[config.mk]
export PLATFORM = sky130hd
export DESIGN_NAME = sdp_rdma_mem_arb
export DESIGN_NICKNAME = d
export VERILOG_FILES = /design/src/rtl/sdp_rdma_arb_pkg.sv /design/src/rtl/sdp_rdma_arb_fifo.sv /design/src/rtl/sdp_rdma_mem_arb.sv
export SDC_FILE = /design/constraint.sdc
export NUM_CORES = 1
export LEC_CHECK = 0
export BUFFER_PORTS_ARGS = -buffer_cell sky130_fd_sc_hd__buf_2
export CAP_MARGIN = 20
export CORE_AREA = 2 2 420 422
export DETAILED_ROUTE_END_ITERATION = 8
export DIE_AREA = 0 0 422 424
export GPL_TIMING_DRIVEN = 1
export PLACE_DENSITY = 0.3
export SLEW_MARGIN = 20
export SYNTH_ARGS = -nofsm -noshare
export SYNTH_HDL_FRONTEND = slang
export SYNTH_SLANG_ARGS = --single-unit
[constraint.sdc]
create_clock -name nvdla_core_clk -period 3.75 [get_ports nvdla_core_clk]
set_input_delay 0.375 -clock nvdla_core_clk [delete_from_list [all_inputs] [get_ports nvdla_core_clk]]
set_output_delay 0.375 -clock nvdla_core_clk [all_outputs]
set_load 0.03 [all_outputs]
[src/rtl/sdp_rdma_arb_pkg.sv]
// Shared widths, requester indices and the ordering-FIFO entry layout for
// the SDP read-DMA memory arbiter. The optional per-requester grant counters
// are selected in the top level by the SDP_RDMA_ARB_PERF_EN macro.
package sdp_rdma_arb_pkg;

  localparam int ADDR_W   = 64;
  localparam int SIZE_W   = 15;
  localparam int ID_W     = 2;
  localparam int SIZE_LSB = ADDR_W;

  // Requester indices on the rd_req_* / rd_rsp_* vectors.
  localparam logic [ID_W-1:0] REQ_MAIN = 2'd0;
  localparam logic [ID_W-1:0] REQ_B    = 2'd1;
  localparam logic [ID_W-1:0] REQ_N    = 2'd2;
  localparam logic [ID_W-1:0] REQ_E    = 2'd3;

  // One outstanding request: who asked, and how many beats (minus one) it expects.
  typedef struct packed {
    logic [ID_W-1:0]   id;
    logic [SIZE_W-1:0] size;
  } arb_entry_t;

  localparam int ENTRY_W = $bits(arb_entry_t);

endpackage

[src/rtl/sdp_rdma_arb_fifo.sv]
// Flop-based synchronous ordering FIFO. Holds one entry per outstanding
// memory request; the head entry steers returning response beats.
// Push is ignored when full and pop is ignored when empty.
module sdp_rdma_arb_fifo
  import sdp_rdma_arb_pkg::*;
#(
  parameter int DEPTH = 16,
  localparam int AW   = $clog2(DEPTH)
) (
  input  logic               clk,
  input  logic               rst_n,
  input  logic               push,
  input  logic [ENTRY_W-1:0] push_data,
  input  logic               pop,
  output logic [ENTRY_W-1:0] head,
  output logic               full,
  output logic               empty,
  output logic [AW:0]        count
);

  logic [ENTRY_W-1:0] mem [DEPTH];
  logic [AW-1:0]      wr_ptr;
  logic [AW-1:0]      rd_ptr;
  logic               do_push;
  logic               do_pop;

  // Flags come straight from the registered count.
  always_comb begin
    full    = (count == (AW+1)'(DEPTH));
    empty   = (count == '0);
    do_push = push && !full;
    do_pop  = pop && !empty;
    head    = mem[rd_ptr];
  end

  // Storage array; contents are don't-care until written, so no reset.
  always_ff @(posedge clk) begin
    if (do_push) mem[wr_ptr] <= push_data;
  end

  // Pointers wrap naturally because DEPTH is a power of two.
  always_ff @(posedge clk or negedge rst_n) begin
    if (!rst_n) begin
      wr_ptr <= '0;
      rd_ptr <= '0;
      count  <= '0;
    end else begin
      if (do_push) wr_ptr <= wr_ptr + 1'b1;
      if (do_pop)  rd_ptr <= rd_ptr + 1'b1;
      if (do_push && !do_pop)      count <= count + 1'b1;
      else if (do_pop && !do_push) count <= count - 1'b1;
    end
  end

endmodule

[src/rtl/sdp_rdma_mem_arb.sv]
// Merges the four SDP read-DMA request streams onto one memory read port and
// routes in-order response beats back to their requester, using an ordering
// FIFO of {id, size}. Generates per-requester credit pulses.
// Optional feature: define SDP_RDMA_ARB_PERF_EN for saturating 32-bit
// per-requester accepted-request counters on perf_grant_cnt (else constant 0).
//
// Handshakes: a transfer happens on a rising clock edge where valid and ready
// are both 1. The arbiter holds valid and payload stable on the memory request
// port until accepted; ready never depends on the same port's valid.
module sdp_rdma_mem_arb
  import sdp_rdma_arb_pkg::*;
#(
  parameter int NUM_REQ    = 4,
  parameter int REQ_PD_W   = 79,
  parameter int RSP_PD_W   = 257,
  parameter int MAX_OUTSTD = 16
) (
  input  logic                      nvdla_core_clk,
  input  logic                      nvdla_core_rstn,
  input  logic [NUM_REQ-1:0]        rd_req_valid,
  output logic [NUM_REQ-1:0]        rd_req_ready,
  input  logic [NUM_REQ*REQ_PD_W-1:0] rd_req_pd,
  output logic [NUM_REQ-1:0]        rd_rsp_valid,
  input  logic [NUM_REQ-1:0]        rd_rsp_ready,
  output logic [RSP_PD_W-1:0]       rd_rsp_pd,
  output logic [NUM_REQ-1:0]        rd_cdt_lat_fifo_pop,
  output logic                      mem_rd_req_valid,
  input  logic                      mem_rd_req_ready,
  output logic [REQ_PD_W-1:0]       mem_rd_req_pd,
  input  logic                      mem_rd_rsp_valid,
  output logic                      mem_rd_rsp_ready,
  input  logic [RSP_PD_W-1:0]       mem_rd_rsp_pd,
  output logic                      arb_err,
  output logic [NUM_REQ*32-1:0]     perf_grant_cnt
);

  localparam int CNT_W = $clog2(MAX_OUTSTD) + 1;

  // Arbitration state: rr_start is where the next search begins (last grant + 1).
  logic [ID_W-1:0]    rr_start;
  logic [ID_W-1:0]    rr_grant;
  logic [ID_W-1:0]    rr_idx;
  logic               rr_found;
  logic [ID_W-1:0]    grant;
  logic               lock_q;
  logic [ID_W-1:0]    lock_id;
  logic               req_accept;

  // Ordering FIFO and response tracking.
  logic               fifo_full;
  logic               fifo_empty;
  logic [CNT_W-1:0]   fifo_count;
  logic               fifo_pop;
  arb_entry_t         push_entry;
  logic [ENTRY_W-1:0] head_raw;
  arb_entry_t         head_e;
  logic [SIZE_W-1:0]  beat_cnt;
  logic               rsp_hs;
  logic [NUM_REQ-1:0] cdt_q;
  logic               err_q;

  // Round-robin search from rr_start; the 2-bit index wraps modulo NUM_REQ.
  always_comb begin
    rr_grant = rr_start;
    rr_found = 1'b0;
    rr_idx   = rr_start;
    for (int k = 0; k < NUM_REQ; k++) begin
      rr_idx = rr_start + ID_W'(k);
      if (!rr_found && rd_req_valid[rr_idx]) begin
        rr_grant = rr_idx;
        rr_found = 1'b1;
      end
    end
  end

  // Request path: a stalled grant stays locked so the payload cannot change under backpressure.
  always_comb begin
    grant            = lock_q ? lock_id : rr_grant;
    mem_rd_req_valid = (|rd_req_valid) && !fifo_full;
    mem_rd_req_pd    = rd_req_pd[int'(grant)*REQ_PD_W +: REQ_PD_W];
    req_accept       = mem_rd_req_valid && mem_rd_req_ready;
    rd_req_ready     = '0;
    rd_req_ready[grant] = mem_rd_req_ready && !fifo_full;
    push_entry.id    = grant;
    push_entry.size  = mem_rd_req_pd[SIZE_LSB +: SIZE_W];
  end

  // Round-robin pointer and grant lock.
  always_ff @(posedge nvdla_core_clk or negedge nvdla_core_rstn) begin
    if (!nvdla_core_rstn) begin
      rr_start <= REQ_MAIN;
      lock_q   <= 1'b0;
      lock_id  <= REQ_MAIN;
    end else begin
      if (req_accept) rr_start <= grant + 1'b1;
      lock_q  <= mem_rd_req_valid && !mem_rd_req_ready;
      lock_id <= grant;
    end
  end

  sdp_rdma_arb_fifo #(
    .DEPTH (MAX_OUTSTD)
  ) u_fifo (
    .clk       (nvdla_core_clk),
    .rst_n     (nvdla_core_rstn),
    .push      (req_accept),
    .push_data (push_entry),
    .pop       (fifo_pop),
    .head      (head_raw),
    .full      (fifo_full),
    .empty     (fifo_empty),
    .count     (fifo_count)
  );

  // Response path: the FIFO head picks the destination; data passes straight through.
  always_comb begin
    head_e           = arb_entry_t'(head_raw);
    rd_rsp_pd        = mem_rd_rsp_pd;
    rd_rsp_valid     = '0;
    mem_rd_rsp_ready = 1'b0;
    if (!fifo_empty) begin
      rd_rsp_valid[head_e.id] = mem_rd_rsp_valid;
      mem_rd_rsp_ready        = rd_rsp_ready[head_e.id];
    end
    rsp_hs   = mem_rd_rsp_valid && mem_rd_rsp_ready;
    fifo_pop = rsp_hs && (beat_cnt == head_e.size);
  end

  // Beat counter, credit pulses and sticky error flag.
  always_ff @(posedge nvdla_core_clk or negedge nvdla_core_rstn) begin
    if (!nvdla_core_rstn) begin
      beat_cnt <= '0;
      cdt_q    <= '0;
      err_q    <= 1'b0;
    end else begin
      if (fifo_pop)    beat_cnt <= '0;
      else if (rsp_hs) beat_cnt <= beat_cnt + 1'b1;
      cdt_q <= '0;
      if (rsp_hs) cdt_q[head_e.id] <= 1'b1;
      if (mem_rd_rsp_valid && (fifo_count == '0)) err_q <= 1'b1;
    end
  end

  assign rd_cdt_lat_fifo_pop = cdt_q;
  assign arb_err             = err_q;

`ifdef SDP_RDMA_ARB_PERF_EN
  for (genvar i = 0; i < NUM_REQ; i++) begin : g_perf
    logic [31:0] cnt_q;
    // Saturating count of requests accepted for requester i.
    always_ff @(posedge nvdla_core_clk or negedge nvdla_core_rstn) begin
      if (!nvdla_core_rstn) begin
        cnt_q <= '0;
      end else if (req_accept && (grant == ID_W'(i)) && (cnt_q != '1)) begin
        cnt_q <= cnt_q + 1'b1;
      end
    end
    assign perf_grant_cnt[i*32 +: 32] = cnt_q;
  end
`else
  assign perf_grant_cnt = '0;
`endif

endmodule

* Word level (Yosys, flattened, before mapping)
Memory sizes are Yosys's and may differ from the RTL's.
Index checks and enable logic that the tools add are counted.
** Storage, ports and cells
- Bits in registers :: 38
- RAM bits :: 272
- Output and inout bits :: 479
- Logic and storage cells :: 91
- Memories kept :: 1
** Memories
- u_fifo.mem :: words 16, width 17, read ports 1, clocked after Yosys merged registers in 0, write ports 1, RTL line sdp_rdma_arb_fifo.sv:21 : logic [ENTRY_W-1:0] mem [DEPTH];
** Cells by class
- Add/subtract/negate cells :: 9
- Multipliers :: 1
- $lt $le $gt $ge :: 8
- Equal/unequal tests :: 2
- Shifts and indexed selects :: 1
- Mux-type cells :: 30
- Bitwise gates (word level) :: 2
- Reductions and logical operators :: 28
** Operators with widths (number)
- 316-bit by 10-bit indexed part select with 79-bit output :: 1
- 15-bit two-way mux :: 2
- 2-bit by 3-bit < comparator with 1-bit output (second input constant) :: 6
- 1-bit logical AND :: 16
- 15-bit by 1-bit adder with 15-bit output (second input constant) :: 1
- 15-bit == test :: 1
- 1-bit two-way mux :: 13
- 1-bit binary-select mux with 2-bit select :: 5
- 5-bit two-way mux :: 2
- 2-bit by 7-bit multiplier with 9-bit output (second input constant) :: 1
- 4-bit by 1-bit adder with 4-bit output (second input constant) :: 2
- 4-bit AND :: 2
- 1-bit logical NOT :: 8
- 2-bit two-way mux :: 4
- 4-bit two-way mux :: 2
- 5-bit by 1-bit adder with 5-bit output (second input constant) :: 1
- 5-bit == test (second input constant) :: 1
- 5-bit logical NOT :: 1
- 5-bit by 1-bit subtractor with 5-bit output (second input constant) :: 1
- 2-bit by 1-bit adder with 2-bit output (second input constant) :: 2
- 2-bit adder (second input constant) :: 2
- 1-bit demux with 2-bit select :: 2
- 2-bit by 1-bit >= comparator with 1-bit output (second input constant) :: 2
- 2-bit nonzero test :: 2
- 4-bit OR reduction :: 1

* Depth between registers and ports, before layout
- Depth after elaboration :: 18
- Depth in mapped cells :: 19
- Gate-level depth less buffers :: 16

* By module
From an unflattened synthesis, not the netlist that was laid out.
** Unflattened totals
- Cells, all modules :: 1592
- Area total of the unflattened synthesis :: 17949.7 um^2
** By module, submodules not included
- sdp_rdma_arb_fifo :: instances 1, cells an instance 580, area an instance 11260.8 um^2, sequential area each 8493.1 um^2
- sdp_rdma_mem_arb :: instances 1, cells an instance 1012, area an instance 6688.9 um^2, sequential area each 625.6 um^2

* Worst setup path before layout
Ideal clock, no wire load.
- Path kind :: register to register
- Start point :: register u_fifo.rd_ptr[0]
- End point :: register u_fifo.count[4]
- Setup time :: 125 ps
- Data arrival time :: 3720 ps
- Data required time :: 3625 ps
- Setup slack :: -95 ps
- Stages on the path, launching flop included :: 20
- Path buffers :: 3
- Cell sequence :: dfrtp_1 -> buf_6 -> buf_8 -> buf_2 -> mux4_2 -> mux2i_1 -> xor2_1 -> nand4b_1 -> o32ai_4 -> nand4_4 -> nor2_4 -> inv_1 -> ha_1 -> inv_1 -> ha_1 -> a21o_1 -> a21oi_1 -> xnor2_1 -> nor2_1 -> xor2_1
** On the way
- Longest elaborated chain between the ends :: 10
** RTL lines
- from (decl) :: RTL line sdp_rdma_arb_fifo.sv:23 : logic [AW-1:0] rd_ptr;
- from (signal assigned) :: RTL line sdp_rdma_arb_fifo.sv:49 : if (do_pop) rd_ptr <= rd_ptr + 1'b1;
- memory read 16 x 17 bit *
- 1-bit binary-select mux with 2-bit select :: RTL line sdp_rdma_mem_arb.sv:123 : mem_rd_rsp_ready = rd_rsp_ready[head_e.id];
- 1-bit two-way mux (implied by the code) :: RTL line sdp_rdma_mem_arb.sv:123
- 1-bit two-way mux :: RTL line sdp_rdma_mem_arb.sv:121 : if (!fifo_empty) begin
- 1-bit logical AND :: RTL line sdp_rdma_mem_arb.sv:125 : rsp_hs = mem_rd_rsp_valid && mem_rd_rsp_ready;
- 1-bit logical AND * :: RTL line sdp_rdma_mem_arb.sv:126 : fifo_pop = rsp_hs && (beat_cnt == head_e.size);
- 1-bit logical AND * :: RTL line sdp_rdma_arb_fifo.sv:32 : do_pop = pop && !empty;
- 1-bit logical NOT :: RTL line sdp_rdma_arb_fifo.sv:50 : if (do_push && !do_pop) count <= count + 1'b1;
- 1-bit logical AND :: RTL line sdp_rdma_arb_fifo.sv:50
- 5-bit two-way mux or 2-bit nonzero test (tied branches)
- to (signal assigned) :: RTL line sdp_rdma_arb_fifo.sv:50
- to (signal assigned) :: RTL line sdp_rdma_arb_fifo.sv:51 : else if (do_pop && !do_push) count <= count - 1'b1;
- to (decl) :: RTL line sdp_rdma_arb_fifo.sv:18 : output logic [AW:0] count
Every way passes the cells marked *; elsewhere a longest branch is shown, timed or not. The select of a mux whose other input is x is not followed.
A chain may end at the register's enable or synchronous reset.

* Worst setup path in the final report
Same ends and word-level chain as after synthesis.

==> results_dict.tcl <==
set metrics [dict create \
    status "finished, violations left" \
    violations "negative setup slack" \
    hp-class "input port to register" \
    grt_pass1_wl_mm 192.6 \
    areaGrowthSynthToFinish_pct 29.42 \
    cts-root-buf "clkbuf_16" \
    r2r_end "u_fifo.count[4]" \
    hold_viol 0 \
    worstPathArrival_ns 4.22 \
    pre_cts_ws_ns -0.2500 \
    cp.required_ns 4.19 \
    synth-seq-area-share 0.5001 \
    reg2reg_slack_ns -0.02 \
    ys_types 67 \
    max_stage_delay_ns 0.50 \
    gp_congestion 0.9033 \
    drt_first_pass_iters 5 \
    final_util 0.1349 \
    p_leak_nw 9.064 \
    async_reset_ff_frac 0.1226 \
    seqPwrFrac 0.304 \
    wl_per_cell_um 38.02 \
    rsz0062_at_grt "yes" \
    dp_cells 4172 \
    cts_tree "built" \
    grt_pass1_vias 13523 \
    yosysWarningCount 0 \
    cpMostUsedCell "ha_4" \
    cts_buffer_depth 3 \
    synth-edff-count 272 \
    clock_skew_ns 0.04542 \
    crit_family "simple AND/OR/NAND/NOR gates" \
    tightest_slew_ns 0.7170 \
    period_needed_ns 3.772 \
    syn_inst 1631 \
    fp.coreArea_um2 175000 \
    holdPathEnd "lock_q" \
    whs_path_depth 2 \
    setup_violations 1 \
    portBuffers 421 \
    drv_slew 0 \
    maxCapViolCount 0 \
    clk_latency_ns 0.57 \
    path_buf_inv 4 \
    synth_ff_type "edfxtp_1" \
    r2r_start "u_fifo.rd_ptr[0]" \
    final_cells 4269 \
    wl_mm 162.3 \
    cts_sinks 310 \
    hp-start "mem_rd_req_ready" \
    path_class "register to register" \
    finalCritPeriodShare 1.006 \
    track_usage 0.1737 \
    pwr-share-comb 0.470 \
    rr_worst_depth 18 \
    mappedNetlistArea_um2 18230 \
    dpl.hpwl_mm 138.3 \
    antenna_found_initial 27 \
    syn_area_per_cell_um2 11.18 \
    crit_chain "buf_8 -> buf_12 -> mux4_2 -> mux2i_2 -> xor2_2 -> nand4b_1 -> o32ai_4 -> nand4_4 -> nor2_4 -> inv_2 -> ha_4 -> inv_4 -> ha_4 -> a21o_1 -> a21oi_2 -> xnor2_1 -> nor2_1 -> xor2_1" \
    cts_buffers 38 \
    fmax_mhz 265.1 \
    vias 14115 \
    num_rows 154 \
    holdWs_ns 0.05524 \
    powerDensity_nw_per_um2 698.5 \
    p_clk_frac 0.226 \
    initial_core_util 0.1042 \
    clk_pin_slew_worst_paths_ns 0.07 \
    post-route-cell-area_um2 23600 \
    h-tree-depth 2 \
    worst_slack_ns -0.02176 \
    cp_slowest_cell "dfrtp_4" \
    netSwitchingFraction 0.4428 \
    ys_ff_latch 310 \
    vias_per_cell 3.306 \
    drc 0 \
    ant_nets 0 \
    dieArea_um2 178900 \
    startpoint_type "register" \
    fp.dieW_um 422 \
    power_mw 16.48 \
    ios 1064 \
    grt_overflow 0 \
    grt_max_degree 50 \
    drive_above_1_share 0.3988 \
    num-nets-final 2499 \
    timing.slew.headroom 0.5176 \
    p_sw_mw 7.299 \
    irDropWorstVdd_uv 265.0 \
    drt_iter0_markers 1173 \
    place_area_um2 21830 \
    internal_power_mw 9.184 \
    dieHeight_um 424 \
    end_kind "register" \
    setup_tns_ns -0.02176 \
    path_max_fanout 4 \
]
==> routing by layer <==
layer,global-route usage,wire length (µm),share of wire
met5,0.05780,1553,0.0096
met4,0.03095,3399,0.021
met3,0.2359,45760,0.28
met2,0.2499,67440,0.42
met1,0.1364,44150,0.27
==> power by group through the flow <==
stage	clock network, mW	registers [mW]	logic (mW)
floorplan	0	5.00	4.54
global placement	0	5.11	7.70
CTS	3.81	5.02	7.83
global route	3.93	5.06	8.28
finish	3.72	5.02	7.75
detailed placement	0	5.08	7.65
==> sequential cells by signal, indices dropped and copies added, names as in the netlist <==
signal               count
u_fifo.mem             272
rd_cdt_lat_fifo_pop      4
lock_id                  2
u_fifo.rd_ptr            4
arb_err                  1
u_fifo.wr_ptr            4
lock_q                   1
u_fifo.count             5
beat_cnt                15
rr_start                 2
==> synthesized netlist by cell type (all sizes together) (12+ instances only) <==
cell,instances,share of area
xor2,19,0.0091
a31oi,80,0.027
ha,14,0.0096
nor2,23,0.0051
dfrtp,38,0.052
xnor2,21,0.010
edfxtp,272,0.45
buf,413,0.17
o21ai,19,0.0052
and3,88,0.030
mux4,63,0.078
mux2i,40,0.022
inv,12,0.0025
nand2,345,0.071
clkbuf,60,0.012
a21oi,18,0.0051
==> how the worst max path moves through the flow <==
| stage | start | endpoint | slack [ns] | cells past startpoint |
|---|---|---|---|---|
| after floorplan | u_fifo.rd_ptr[1] | u_fifo.count[4] | 0.0001 | 18 |
| after global placement | u_fifo.rd_ptr[0] | u_fifo.count[4] | -0.30 | 18 |
| after detailed placement | u_fifo.rd_ptr[0] | u_fifo.count[4] | -0.25 | 17 |
| after CTS | u_fifo.rd_ptr[0] | u_fifo.count[4] | -0.06 | 18 |
| after global routing | u_fifo.rd_ptr[0] | u_fifo.count[4] | -0.14 | 19 |
| final | u_fifo.rd_ptr[0] | u_fifo.count[4] | -0.02 | 18 |
==> cells by family (layout without fill, tap and decap cells) <==
| logic type | after synthesis | after routing | share of synthesized area |
|---|---|---|---|
| simple gates | 519 | 519 | 0.1295 |
| mux | 107 | 107 | 0.1024 |
| buf+inv | 486 | 654 | 0.1832 |
| other cells | 1 | 131 | 0.0002056 |
| compound gates | 153 | 153 | 0.05462 |
| flops | 310 | 310 | 0.5001 |
| fa+ha+maj | 15 | 15 | 0.01070 |
| xor+xnor | 40 | 40 | 0.01921 |
==> area by class of cell <==
cell class	instances	area, µm²
fill	20061	151400
sequential	310	9125
multi-input combinational	962	6573
timing repair buffer	574	3677
tap	2340	2928
clock buffer	45	987.2
clock inverter	22	240.2
inverter	13	61.31
antenna	3	7.507
==> cells in the final DEF (no fill, tap or decap), types with 4 or more instances in the layout <==
cell and count:
a22oi_1 5, mux2i_1 37, clkbuf_1 6, buf_2 419
buf_4 118, xnor2_1 21, o31ai_1 4, edfxtp_1 272
ha_1 10, or3_1 6, nor2_2 12, xor2_1 18
dfrtp_1 35, a31oi_1 68, nand2_1 341, nor2_1 10
conb_1 128, o21ai_0 17, buf_6 5, and2_1 5
a31oi_4 4, nand2b_1 11, ha_4 4, buf_12 23
nor4_1 4, a21oi_1 15, nor3_2 6, inv_1 8
bufinv_16 4, nand4_1 4, and3_1 87, clkbuf_16 41
a31oi_2 8, clkinv_2 10, nand2_2 4, nand3_1 8
nor2b_1 6, a211oi_1 4, mux4_2 62
==> worst register-to-register path, delay by kind of cell (launching register included) <==
| kind | cells | cell delay (ns) |
|---|---|---|
| simple gates | 4 | 0.69 |
| mux | 2 | 0.63 |
| xor+xnor | 3 | 0.53 |
| compound gates | 3 | 0.52 |
| flops | 1 | 0.50 |
| buf+inv | 4 | 0.41 |
| fa+ha+maj | 2 | 0.35 |
==> timing repair <==
item                       CTS  global route
setup endpoints to repair   56            30
cloned                       0             3
gates resized for setup     26            28
buffers inserted            12            11
pin swaps                   15            16
hold buffers                 1             0
hold endpoints to repair    38             0
Note: power is estimated with default switching activity, not from simulation.
